$ cat src/rtl/pulse_trig_pkg.sv
// Shared definitions for the pulse-pair trigger: FSM state encoding and
// the end-to-end latency from ADC input to trigger output.
package pulse_trig_pkg;

  typedef enum logic [2:0] {
    ST_IDLE   = 3'd0,
    ST_QUAL1  = 3'd1,
    ST_REARM1 = 3'd2,
    ST_WAIT2  = 3'd3,
    ST_QUAL2  = 3'd4,
    ST_REARM2 = 3'd5,
    ST_HOLD   = 3'd6
  } state_e;

  // Input register, compare register and FSM/output register.
  localparam int LAT = 3;

endpackage

$ cat src/rtl/pulse_discriminator.sv
// Compare stage of the trigger: polarity-aware threshold and hysteresis
// comparison plus a consecutive-sample width counter. All outputs are
// registered, so they describe the sample held in the input register one
// cycle earlier.
module pulse_discriminator
  import pulse_trig_pkg::*;
#(
  parameter int DW = 14,
  parameter int WW = 8
) (
  input  logic          adc_clk,
  input  logic          adc_rstn,
  input  logic [DW-1:0] sample_i,
  input  logic          polarity_i,
  input  logic [DW-1:0] threshold_i,
  input  logic [DW-1:0] hyst_i,
  input  logic [WW-1:0] min_width_i,
  output logic          beyond_o,
  output logic          released_o,
  output logic          qualified_o
);

  // Two guard bits: threshold (signed) plus or minus hysteresis (unsigned,
  // up to 2^DW-1) can reach beyond a DW+1 bit signed range.
  localparam int XW = DW + 2;

  logic signed [XW-1:0] s_x;
  logic signed [XW-1:0] thr_x;
  logic signed [XW-1:0] hyst_x;
  logic signed [XW-1:0] lo_x;
  logic signed [XW-1:0] hi_x;
  logic                 beyond_c;
  logic                 released_c;
  logic                 qual_c;

  logic [WW-1:0] run_q;
  logic [WW-1:0] run_d;
  logic [WW-1:0] mw_eff;
  logic [WW:0]   run_inc;

  logic beyond_q;
  logic released_q;
  logic qualified_q;

  assign s_x    = $signed({{2{sample_i[DW-1]}}, sample_i});
  assign thr_x  = $signed({{2{threshold_i[DW-1]}}, threshold_i});
  assign hyst_x = $signed({2'b00, hyst_i});
  assign lo_x   = thr_x - hyst_x;
  assign hi_x   = thr_x + hyst_x;

  assign beyond_c   = polarity_i ? (s_x < thr_x) : (s_x > thr_x);
  assign released_c = polarity_i ? (s_x >= hi_x) : (s_x <= lo_x);

  // A zero minimum width behaves like a width of one sample.
  assign mw_eff  = (min_width_i == '0) ? WW'(1) : min_width_i;
  assign run_inc = {1'b0, run_q} + (WW+1)'(1);

  // The run length saturates so a very long pulse can never wrap around
  // and qualify a second time.
  assign run_d  = !beyond_c ? '0 : (run_inc[WW] ? run_q : run_inc[WW-1:0]);
  assign qual_c = beyond_c && (run_inc == {1'b0, mw_eff});

  // Register the comparison results and the running width count.
  always_ff @(posedge adc_clk or negedge adc_rstn) begin
    if (!adc_rstn) begin
      run_q       <= '0;
      beyond_q    <= 1'b0;
      released_q  <= 1'b0;
      qualified_q <= 1'b0;
    end else begin
      run_q       <= run_d;
      beyond_q    <= beyond_c;
      released_q  <= released_c;
      qualified_q <= qual_c;
    end
  end

  assign beyond_o    = beyond_q;
  assign released_o  = released_q;
  assign qualified_o = qualified_q;

endmodule

$ cat src/rtl/pulse_pair_trigger.sv
// Single-pulse / pulse-pair trigger for one ADC channel. Samples pass
// through an input register and the discriminator's compare register; the
// FSM register then produces strobes aligned with the delayed sample.
module pulse_pair_trigger
  import pulse_trig_pkg::*;
#(
  parameter int DW = 14,
  parameter int WW = 8,
  parameter int CW = 16
) (
  input  logic          adc_clk,
  input  logic          adc_rstn,
  input  logic [DW-1:0] adc_dat_i,
  input  logic          enable_i,
  input  logic          mode_i,
  input  logic          polarity_i,
  input  logic [DW-1:0] threshold_i,
  input  logic [DW-1:0] hyst_i,
  input  logic [WW-1:0] min_width_i,
  input  logic [CW-1:0] window_i,
  input  logic [CW-1:0] holdoff_i,
  output logic [DW-1:0] adc_dat_o,
  output logic          trig_o,
  output logic          first_o,
  output logic          timeout_o,
  output logic [CW-1:0] dt_o,
  output logic [31:0]   trig_cnt_o
);

  logic [DW-1:0] dly_q [LAT];

  logic beyond;
  logic released;
  logic qualified;

  state_e        state_q;
  logic          mode_q;
  logic [CW-1:0] dt_q;
  logic [CW-1:0] hold_q;
  logic          trig_q;
  logic          first_q;
  logic          timeout_q;
  logic [CW-1:0] dt_o_q;
  logic [31:0]   trig_cnt_q;

  logic [CW:0]   dt_inc;
  logic          dt_over;
  logic          sel_mode;

  // Sample delay line; stage 0 doubles as the discriminator input register.
  always_ff @(posedge adc_clk or negedge adc_rstn) begin
    if (!adc_rstn) begin
      for (int i = 0; i < LAT; i++) dly_q[i] <= '0;
    end else begin
      dly_q[0] <= adc_dat_i;
      for (int i = 1; i < LAT; i++) dly_q[i] <= dly_q[i-1];
    end
  end

  pulse_discriminator #(
    .DW (DW),
    .WW (WW)
  ) u_disc (
    .adc_clk     (adc_clk),
    .adc_rstn    (adc_rstn),
    .sample_i    (dly_q[0]),
    .polarity_i  (polarity_i),
    .threshold_i (threshold_i),
    .hyst_i      (hyst_i),
    .min_width_i (min_width_i),
    .beyond_o    (beyond),
    .released_o  (released),
    .qualified_o (qualified)
  );

  // The interval is evaluated one bit wider so a full-scale window cannot
  // wrap into an apparent in-window value.
  assign dt_inc  = {1'b0, dt_q} + (CW+1)'(1);
  assign dt_over = dt_inc > {1'b0, window_i};

  // Mode is sampled live while idle and frozen once a sequence starts.
  assign sel_mode = (state_q == ST_IDLE) ? mode_i : mode_q;

  // Trigger FSM with interval/holdoff counters and registered strobes.
  always_ff @(posedge adc_clk or negedge adc_rstn) begin
    if (!adc_rstn) begin
      state_q    <= ST_IDLE;
      mode_q     <= 1'b0;
      dt_q       <= '0;
      hold_q     <= '0;
      trig_q     <= 1'b0;
      first_q    <= 1'b0;
      timeout_q  <= 1'b0;
      dt_o_q     <= '0;
      trig_cnt_q <= '0;
    end else begin
      trig_q    <= 1'b0;
      first_q   <= 1'b0;
      timeout_q <= 1'b0;
      if (state_q == ST_IDLE) mode_q <= mode_i;

      if (!enable_i) begin
        state_q <= ST_IDLE;
      end else begin
        case (state_q)
          ST_IDLE, ST_QUAL1: begin
            if (qualified) begin
              if (sel_mode) begin
                first_q <= 1'b1;
                dt_q    <= '0;
                state_q <= ST_REARM1;
              end else begin
                trig_q     <= 1'b1;
                trig_cnt_q <= trig_cnt_q + 32'd1;
                state_q    <= ST_REARM2;
              end
            end else if (state_q == ST_IDLE && beyond) begin
              state_q <= ST_QUAL1;
            end else if (state_q == ST_QUAL1 && released) begin
              state_q <= ST_IDLE;
            end
          end
          ST_REARM1: begin
            dt_q <= dt_inc[CW-1:0];
            if (dt_over) begin
              timeout_q <= 1'b1;
              state_q   <= ST_REARM2;
            end else if (released) begin
              state_q <= ST_WAIT2;
            end
          end
          ST_WAIT2, ST_QUAL2: begin
            dt_q <= dt_inc[CW-1:0];
            if (qualified && !dt_over) begin
              trig_q     <= 1'b1;
              trig_cnt_q <= trig_cnt_q + 32'd1;
              dt_o_q     <= dt_inc[CW-1:0];
              state_q    <= ST_REARM2;
            end else if (dt_over) begin
              timeout_q <= 1'b1;
              state_q   <= ST_REARM2;
            end else if (state_q == ST_WAIT2 && beyond) begin
              state_q <= ST_QUAL2;
            end else if (state_q == ST_QUAL2 && released) begin
              state_q <= ST_WAIT2;
            end
          end
          ST_REARM2: begin
            if (released) begin
              hold_q  <= '0;
              state_q <= ST_HOLD;
            end
          end
          ST_HOLD: begin
            if (hold_q >= holdoff_i) state_q <= ST_IDLE;
            else hold_q <= hold_q + CW'(1);
          end
          default: state_q <= ST_IDLE;
        endcase
      end
    end
  end

  assign adc_dat_o  = dly_q[LAT-1];
  assign trig_o     = trig_q;
  assign first_o    = first_q;
  assign timeout_o  = timeout_q;
  assign dt_o       = dt_o_q;
  assign trig_cnt_o = trig_cnt_q;

endmodule

$ cat config.mk
export PLATFORM = sky130hd
export DESIGN_NAME = pulse_pair_trigger
export DESIGN_NICKNAME = d
export VERILOG_FILES = /design/src/rtl/pulse_trig_pkg.sv /design/src/rtl/pulse_discriminator.sv /design/src/rtl/pulse_pair_trigger.sv
export SDC_FILE = /design/constraint.sdc
export NUM_CORES = 1
export LEC_CHECK = 0
export ABC_AREA = 1
export CAP_MARGIN = 20
export CORE_ASPECT_RATIO = 0.9
export CORE_MARGIN = 5
export CORE_UTILIZATION = 35
export CTS_CLUSTER_SIZE = 16
export DETAILED_ROUTE_END_ITERATION = 6
export GPL_ROUTABILITY_DRIVEN = 0
export PLACE_DENSITY = 0.63
export SYNTH_ARGS = -nofsm -noshare
export SYNTH_HDL_FRONTEND = slang
export SYNTH_HIERARCHICAL = 1
export SYNTH_SLANG_ARGS = --single-unit
$ cat constraint.sdc
create_clock -name adc_clk -period 3.48 [get_ports adc_clk]
set_clock_uncertainty 0.2 [all_clocks]
set_input_delay 0.696 -clock adc_clk [delete_from_list [all_inputs] [get_ports adc_clk]]
set_output_delay 0.696 -clock adc_clk [all_outputs]
set_load 0.02 [all_outputs]
==> results.json, run 1 <==
{
  "row_count": 60,
  "synth_seq_cells": 140,
  "grt_pass1_wl_microns": 47300,
  "r2r_slack_ns": 0.25,
  "grt_max_degree": 70,
  "whs_ns": 0.0560,
  "grt_pass1_vias": 9655,
  "max_cap_violations": 0,
  "yosysTopAreaCell": "dfrtp_1",
  "drt_iter0_markers": 702,
  "syn-num-nets": 1631,
  "max_slew_margin_pct": 56.5,
  "vias": 9830,
  "crit_fanout": 4,
  "clkSinkCount": 140,
  "pre_cts_slack_ns": -0.347,
  "cts_buffers": 17,
  "wire_per_inst_microns": 13.5,
  "synth-edff-count": 0,
  "synth_area_leaders": "dfrtp_1, nand2_1, ha_1, inv_1, xor2_1",
  "pwr-share-seq_pct": 33.3,
  "die-width_microns": 193,
  "diodes": 0,
  "irDropWorstVdd_mv": 0.255,
  "num_io_pins": 152,
  "synthTopCellsByCount": "nand2_1, inv_1, dfrtp_1",
  "switchingPower_mw": 2.42,
  "cts_buffer_depth": 2,
  "drive_gt1_share_pct": 14.2,
  "finish.instance_area_sq_um": 14100,
  "p_comb_share_pct": 38.2,
  "fin_crit_sh_pct": 96.2,
  "final_max_slew_viol_count": 0,
  "tightestPinTransition_ns": 0.652,
  "synth_seq_area_share_pct": 33.1,
  "power.total_mw": 6.33,
  "required_ns": 3.59,
  "hold_path_class": "in2async",
  "setup_tns_ns": 0,
  "drc": 0,
  "switching_share_pct": 38.2,
  "setup_violations": 0,
  "ys_types": 47,
  "htreeDepth": 4,
  "initial_core_util_pct": 35.4,
  "start_kind": "input pin",
  "status": "completed",
  "postRouteAntennaNets": 0,
  "power.share.clock_pct": 28.6,
  "cts_hold_buf": 0,
  "end_kind": "flop",
  "synth-warning-count": 6,
  "die_area_sq_um": 33800,
  "grt_remaining_overflow": 0,
  "synth.top_cell.area_share_pct": 33.1,
  "die-height_microns": 175,
  "max_freq_mhz": 299,
  "core_area_sq_um": 29900,
  "path_clk_slew_ns": 0.08,
  "first_pass_iters": 5,
  "ys.flop_type": "dfrtp_1",
  "rsz0062_at_grt": "false",
  "cts_tree": "built",
  "p_leak_nw": 7.06,
  "hold_viol": 0,
  "layout_setup_ws_ns": 0.132,
  "synth_area_sq_um": 10600,
  "routed_wl_microns": 28100,
  "area_delta_synth_final_pct": 32.9,
  "min_period_ns": 3.35,
  "p_int_mw": 3.91,
  "postSynthAreaPerCell_sq_um": 7.40,
  "worstSetupPathType": "in2reg",
  "crit_arrival_ns": 3.45,
  "antenna_found_initial": 0,
  "port_buffers": 151,
  "clk_latency_ns": 0.42,
  "grtUsageTotal_pct": 16.6,
  "nets": 1874,
  "dp_hpwl_microns": 22500,
  "synthMostInstantiatedCell": "nand2_1",
  "dpl-instance-area_sq_um": 13100,
  "cts_root_buf": "clkbuf_16",
  "synth_async_sr_flop_share_pct": 100,
  "synth_cells": 1431,
  "cellPowerDensity_nw_per_um2": 450,
  "avgViaCountPerCell": 4.70
}
-- logic make-up (layout without fill, tap and decap cells) --
kind of cell    Yosys count  in the layout  share of synthesized area [%]
simple gates            663            663                           27.1
xor+xnor                 71             71                           5.87
compound gates          181            181                           10.1
flops                   140            140                           33.1
buf+inv                 263            519                           10.3
fa+ha+maj               113            113                           13.5
-- worst max-delay path, cell delays in order --
cell and delay (ns):
clkdlybuf4s50_1 0.53, ha_4 0.23, buf_4 0.16, nor2_4 0.13, nand3_2 0.10, nor4_2 0.27, nand2_1 0.13, o211ai_1 0.11
nand2_1 0.09, nand2_2 0.08, ha_1 0.24, nand2_1 0.07, inv_1 0.03, nor2_1 0.09, o21bai_1 0.07, nor2_1 0.12
nand2_1 0.07, nand2_1 0.06, nand3_1 0.06, nand2_1 0.07, inv_1 0.04
-- timing repair --
item / CTS / global route
setup endpoints to repair: 0 / 53
setup buffers: 0 / 8
gates resized for setup: 0 / 62
-- final timing paths --
check,end,cells after the start,from
min in group adc_clk,adc_dat_o[2],0,dly_q[16]
max in group asynchronous,u_disc/run_q[4],2,adc_rstn
max reg2reg,trig_cnt_o[2],18,dt_q[0]
min reg2reg,adc_dat_o[2],0,dly_q[16]
min,dly_q[28],1,adc_rstn
max,u_disc/released_o,21,threshold_i[12]
-- metrics by stage --
step                util, %  instances
CTS                    45.9       2081
finish                 47.1       2090
detailed placement     44.0       2049
global placement       44.0       2049
floorplan                 -       1431
global route           47.1       2090
-- final cells by class --
class                           instances  area (sq um)
Clock buffer                           17           425
Clock inverter                         15           158
Fill cell                            2937         15800
Inverter                              227           860
Multi-Input combinational cell       1028          6210
Sequential cell                       140          3500
Tap cell                              403           504
Timing Repair Buffer                  260          2410
-- power groups by stage --
stage | registers (mW) | clock network [mW] | logic, mW
after detailed placement | 2.13 | 0 | 2.35
final | 2.10 | 1.81 | 2.41
after floorplan | 2.15 | 0 | 1.40
after global placement | 2.12 | 0 | 2.29
after global routing | 2.14 | 1.93 | 2.76
after CTS | 2.10 | 1.87 | 2.36
-- sequential cells by signal, indices dropped and copies added, names as in the netlist, 3 cells and up --
signal,cells
adc_dat_o,14
dly_q,28
dt_o,16
dt_q,16
hold_q,16
state_q,3
trig_cnt_o,32
u_disc/run_q,8
-- routing by layer --
| layer | vias up | part of all wire [%] | track usage [%] |
|---|---|---|---|
| met4 | 0 | 1.2 | 3.60 |
| met3 | 29 | 3.9 | 2.47 |
| met1 | 4494 | 48 | 22.6 |
| met5 | - | 0 | 0 |
| met2 | 241 | 47 | 28.2 |
| li1 | 5066 | - | - |
-- cells in the final DEF, fill, tap and decap left out, drive strengths merged, types with 4 or more instances in the layout --
cell type      instances
nor3                  35
buf                  109
clkbuf                18
o21ai                 71
xor2                  60
o22ai                 10
nor4                   9
or2                    5
dfrtp                140
a21oi                 68
clkinv                 9
o21bai                 5
nor2                 116
nand2                396
nand3                 77
a21o                   9
inv                  230
xnor2                 11
clkdlybuf4s50        146
ha                   111
nand4                 21
dlymetal6s2s           4
a31oi                  4
Power figures use the tool's default switching activity.
==> run 2, diff against run 1 <==
--- a/config.mk
+++ b/config.mk
@@ -8,9 +8,9 @@
 export ABC_AREA = 1
 export CAP_MARGIN = 20
 export CORE_ASPECT_RATIO = 0.9
-export CORE_MARGIN = 5
+export CORE_MARGIN = 10
 export CORE_UTILIZATION = 35
-export CTS_CLUSTER_SIZE = 16
+export CTS_CLUSTER_SIZE = 28
 export DETAILED_ROUTE_END_ITERATION = 6
 export GPL_ROUTABILITY_DRIVEN = 0
 export PLACE_DENSITY = 0.63
==> run 2 against run 1 <==
First-iteration DRC count down 33%. Setup slack got worse by 0.0045 ns. Clock-buffer cell count did not move. Combinational power is 4% higher. Sequential cell count unchanged. Design area rose by 0.66%. Die area up 11%. Clock power up 2%. Critical path depth is 3 lower. Non-clock buffer count rose by 9. Sequential share of layout area decreased by 0.16 points. Routed wire length rose by 6.1%. Critical endpoint unchanged. Highest routed layer unchanged.
==> results.json, run 2 (same netlist as run 1, synthesis figures left out) <==
{
  "status": "completed",
  "cellPowerDensity_nw_per_um2": 455,
  "drc": 0,
  "nets": 1883,
  "num_io_pins": 152,
  "routed_wl_microns": 29900,
  "fin_crit_sh_pct": 96.3,
  "grt_max_degree": 64,
  "layout_setup_ws_ns": 0.127,
  "dp.cells": 2060,
  "end_kind": "flop",
  "drive_gt1_share_pct": 14.6,
  "worstSetupPathType": "in2reg",
  "p_leak_nw": 7.11,
  "core_area_sq_um": 29900,
  "max_slew_margin_pct": 59.8,
  "final_max_slew_viol_count": 0,
  "setup_violations": 0,
  "wire_per_inst_microns": 14.2,
  "cts_buffers": 17,
  "vias": 9896,
  "avgViaCountPerCell": 4.71,
  "pre_cts_slack_ns": -0.323,
  "hold_viol": 0,
  "die_area_sq_um": 37600,
  "drt_iter0_markers": 471,
  "final_common_cell": "nand2_1",
  "min_period_ns": 3.35,
  "clkSinkCount": 140,
  "grt_pass1_vias": 9872,
  "dp_hpwl_microns": 23700,
  "cts_tree": "built",
  "seq_area_sq_um": 3500,
  "die-height_microns": 185,
  "row_count": 60,
  "irDropWorstVdd_mv": 0.340,
  "postRouteAntennaNets": 0,
  "grtUsageTotal_pct": 15.8,
  "start_kind": "input pin",
  "grt_pass1_wl_microns": 48800,
  "layout_common_cells": "nand2_1, inv_1, clkdlybuf4s50_1",
  "hold_path_class": "in2async",
  "htreeDepth": 4,
  "cts_hold_buf": 0,
  "cts_root_buf": "clkbuf_16",
  "crit_fanout": 5,
  "fillers": 2906,
  "die-width_microns": 203,
  "max_freq_mhz": 298,
  "initial_core_util_pct": 35.4,
  "port_buffers": 151,
  "grt_remaining_overflow": 0,
  "tightestPinTransition_ns": 0.598,
  "first_pass_iters": 5,
  "largest_reg_flops": 32,
  "max_cap_violations": 0,
  "multi_input_area_sq_um": 6210,
  "crit_arrival_ns": 3.49,
  "area_delta_synth_final_pct": 33.8,
  "clk_latency_ns": 0.43,
  "antenna_found_initial": 1,
  "cts_buffer_depth": 2,
  "required_ns": 3.61,
  "fin_cells": 2100,
  "path_clk_slew_ns": 0.07
}
-- run 2: changes by cell type in the layout (fill, tap and decap cells not counted), sizes merged --
cell and change:
clkdlybuf4s50 +1, diode +1, dlymetal6s2s -1, buf +8, clkinvlp +1, clkbuf +1
inv +1, clkinv -2
-- run 2: stage by stage --
stage	cell area (sq um)	TNS [ns]	utilization (%)	power (mW)	hold WS [ns]
finish	14200	0	47.4	6.44	0.0255
global route	14200	-0.0611	47.4	6.95	0.0517
CTS	13800	0	46.3	6.39	0.0325
detailed placement	13200	-0.373	44.3	4.50	0.135
global placement	13200	-0.298	44.3	4.44	0.133
floorplan	10600	0	-	3.55	0.131
-- run 2: cell type report --
class,count,share of cell area (%)
diodes,1,0.0177
clock buffers,17,3.00
clock inverters,15,1.10
inverters,227,6.05
multi-input cells,1028,43.8
flip-flops and latches,140,24.7
well taps,403,3.56
repair buffers,269,17.7
-- run 2: path summary, 6_finish.rpt --
kind | start | end | slack (ns) | cells past startpoint
hold / removal | adc_rstn | adc_dat_o[4] | 0.03 | 1
min in group adc_clk | dly_q[15] | adc_dat_o[1] | 0.14 | 0
setup / recovery | hyst_i[5] | u_disc/released_o | 0.13 | 18
setup reg to reg | dt_q[1] | trig_cnt_o[0] | 0.23 | 18
hold reg to reg | dly_q[15] | adc_dat_o[1] | 0.14 | 0
max in group asynchronous | adc_rstn | hold_q[12] | 2.31 | 2
-- run 2: where the power goes --
group          internal, mW  switching, mW  total, mW
Clock                  1.01          0.835       1.85
Combinational          1.10           1.40       2.50
Sequential             1.85          0.249       2.10
-- run 2: worst max-delay path, cell delays in order --
cell and delay (ns):
clkdlybuf4s50_1 0.47, inv_1 0.04, ha_1 0.36, nand2_1 0.09, buf_4 0.15, o21ai_0 0.27
a21oi_1 0.12, nand2_1 0.12, xor2_1 0.19, ha_1 0.28, a21oi_1 0.14, nand2_1 0.10
a21oi_2 0.14, nand2_1 0.07, nand2_1 0.06, nand3_1 0.06, nand2_1 0.08, inv_1 0.05
-- run 2: layer usage --
| metal | global-route usage [%] | routed length, microns |
|---|---|---|
| met5 | 0 | 0 |
| met2 | 26.7 | 14100 |
| met4 | 5.31 | 594 |
| met3 | 2.62 | 1210 |
| met1 | 20.0 | 14000 |
-- run 2: repair_timing --
action | in CTS | in global routing
pin swaps | 0 | 13
cloned | 0 | 3
resized for setup | 1 | 53
setup buffers | 0 | 4
endpoints found under the setup margin | 3 | 53
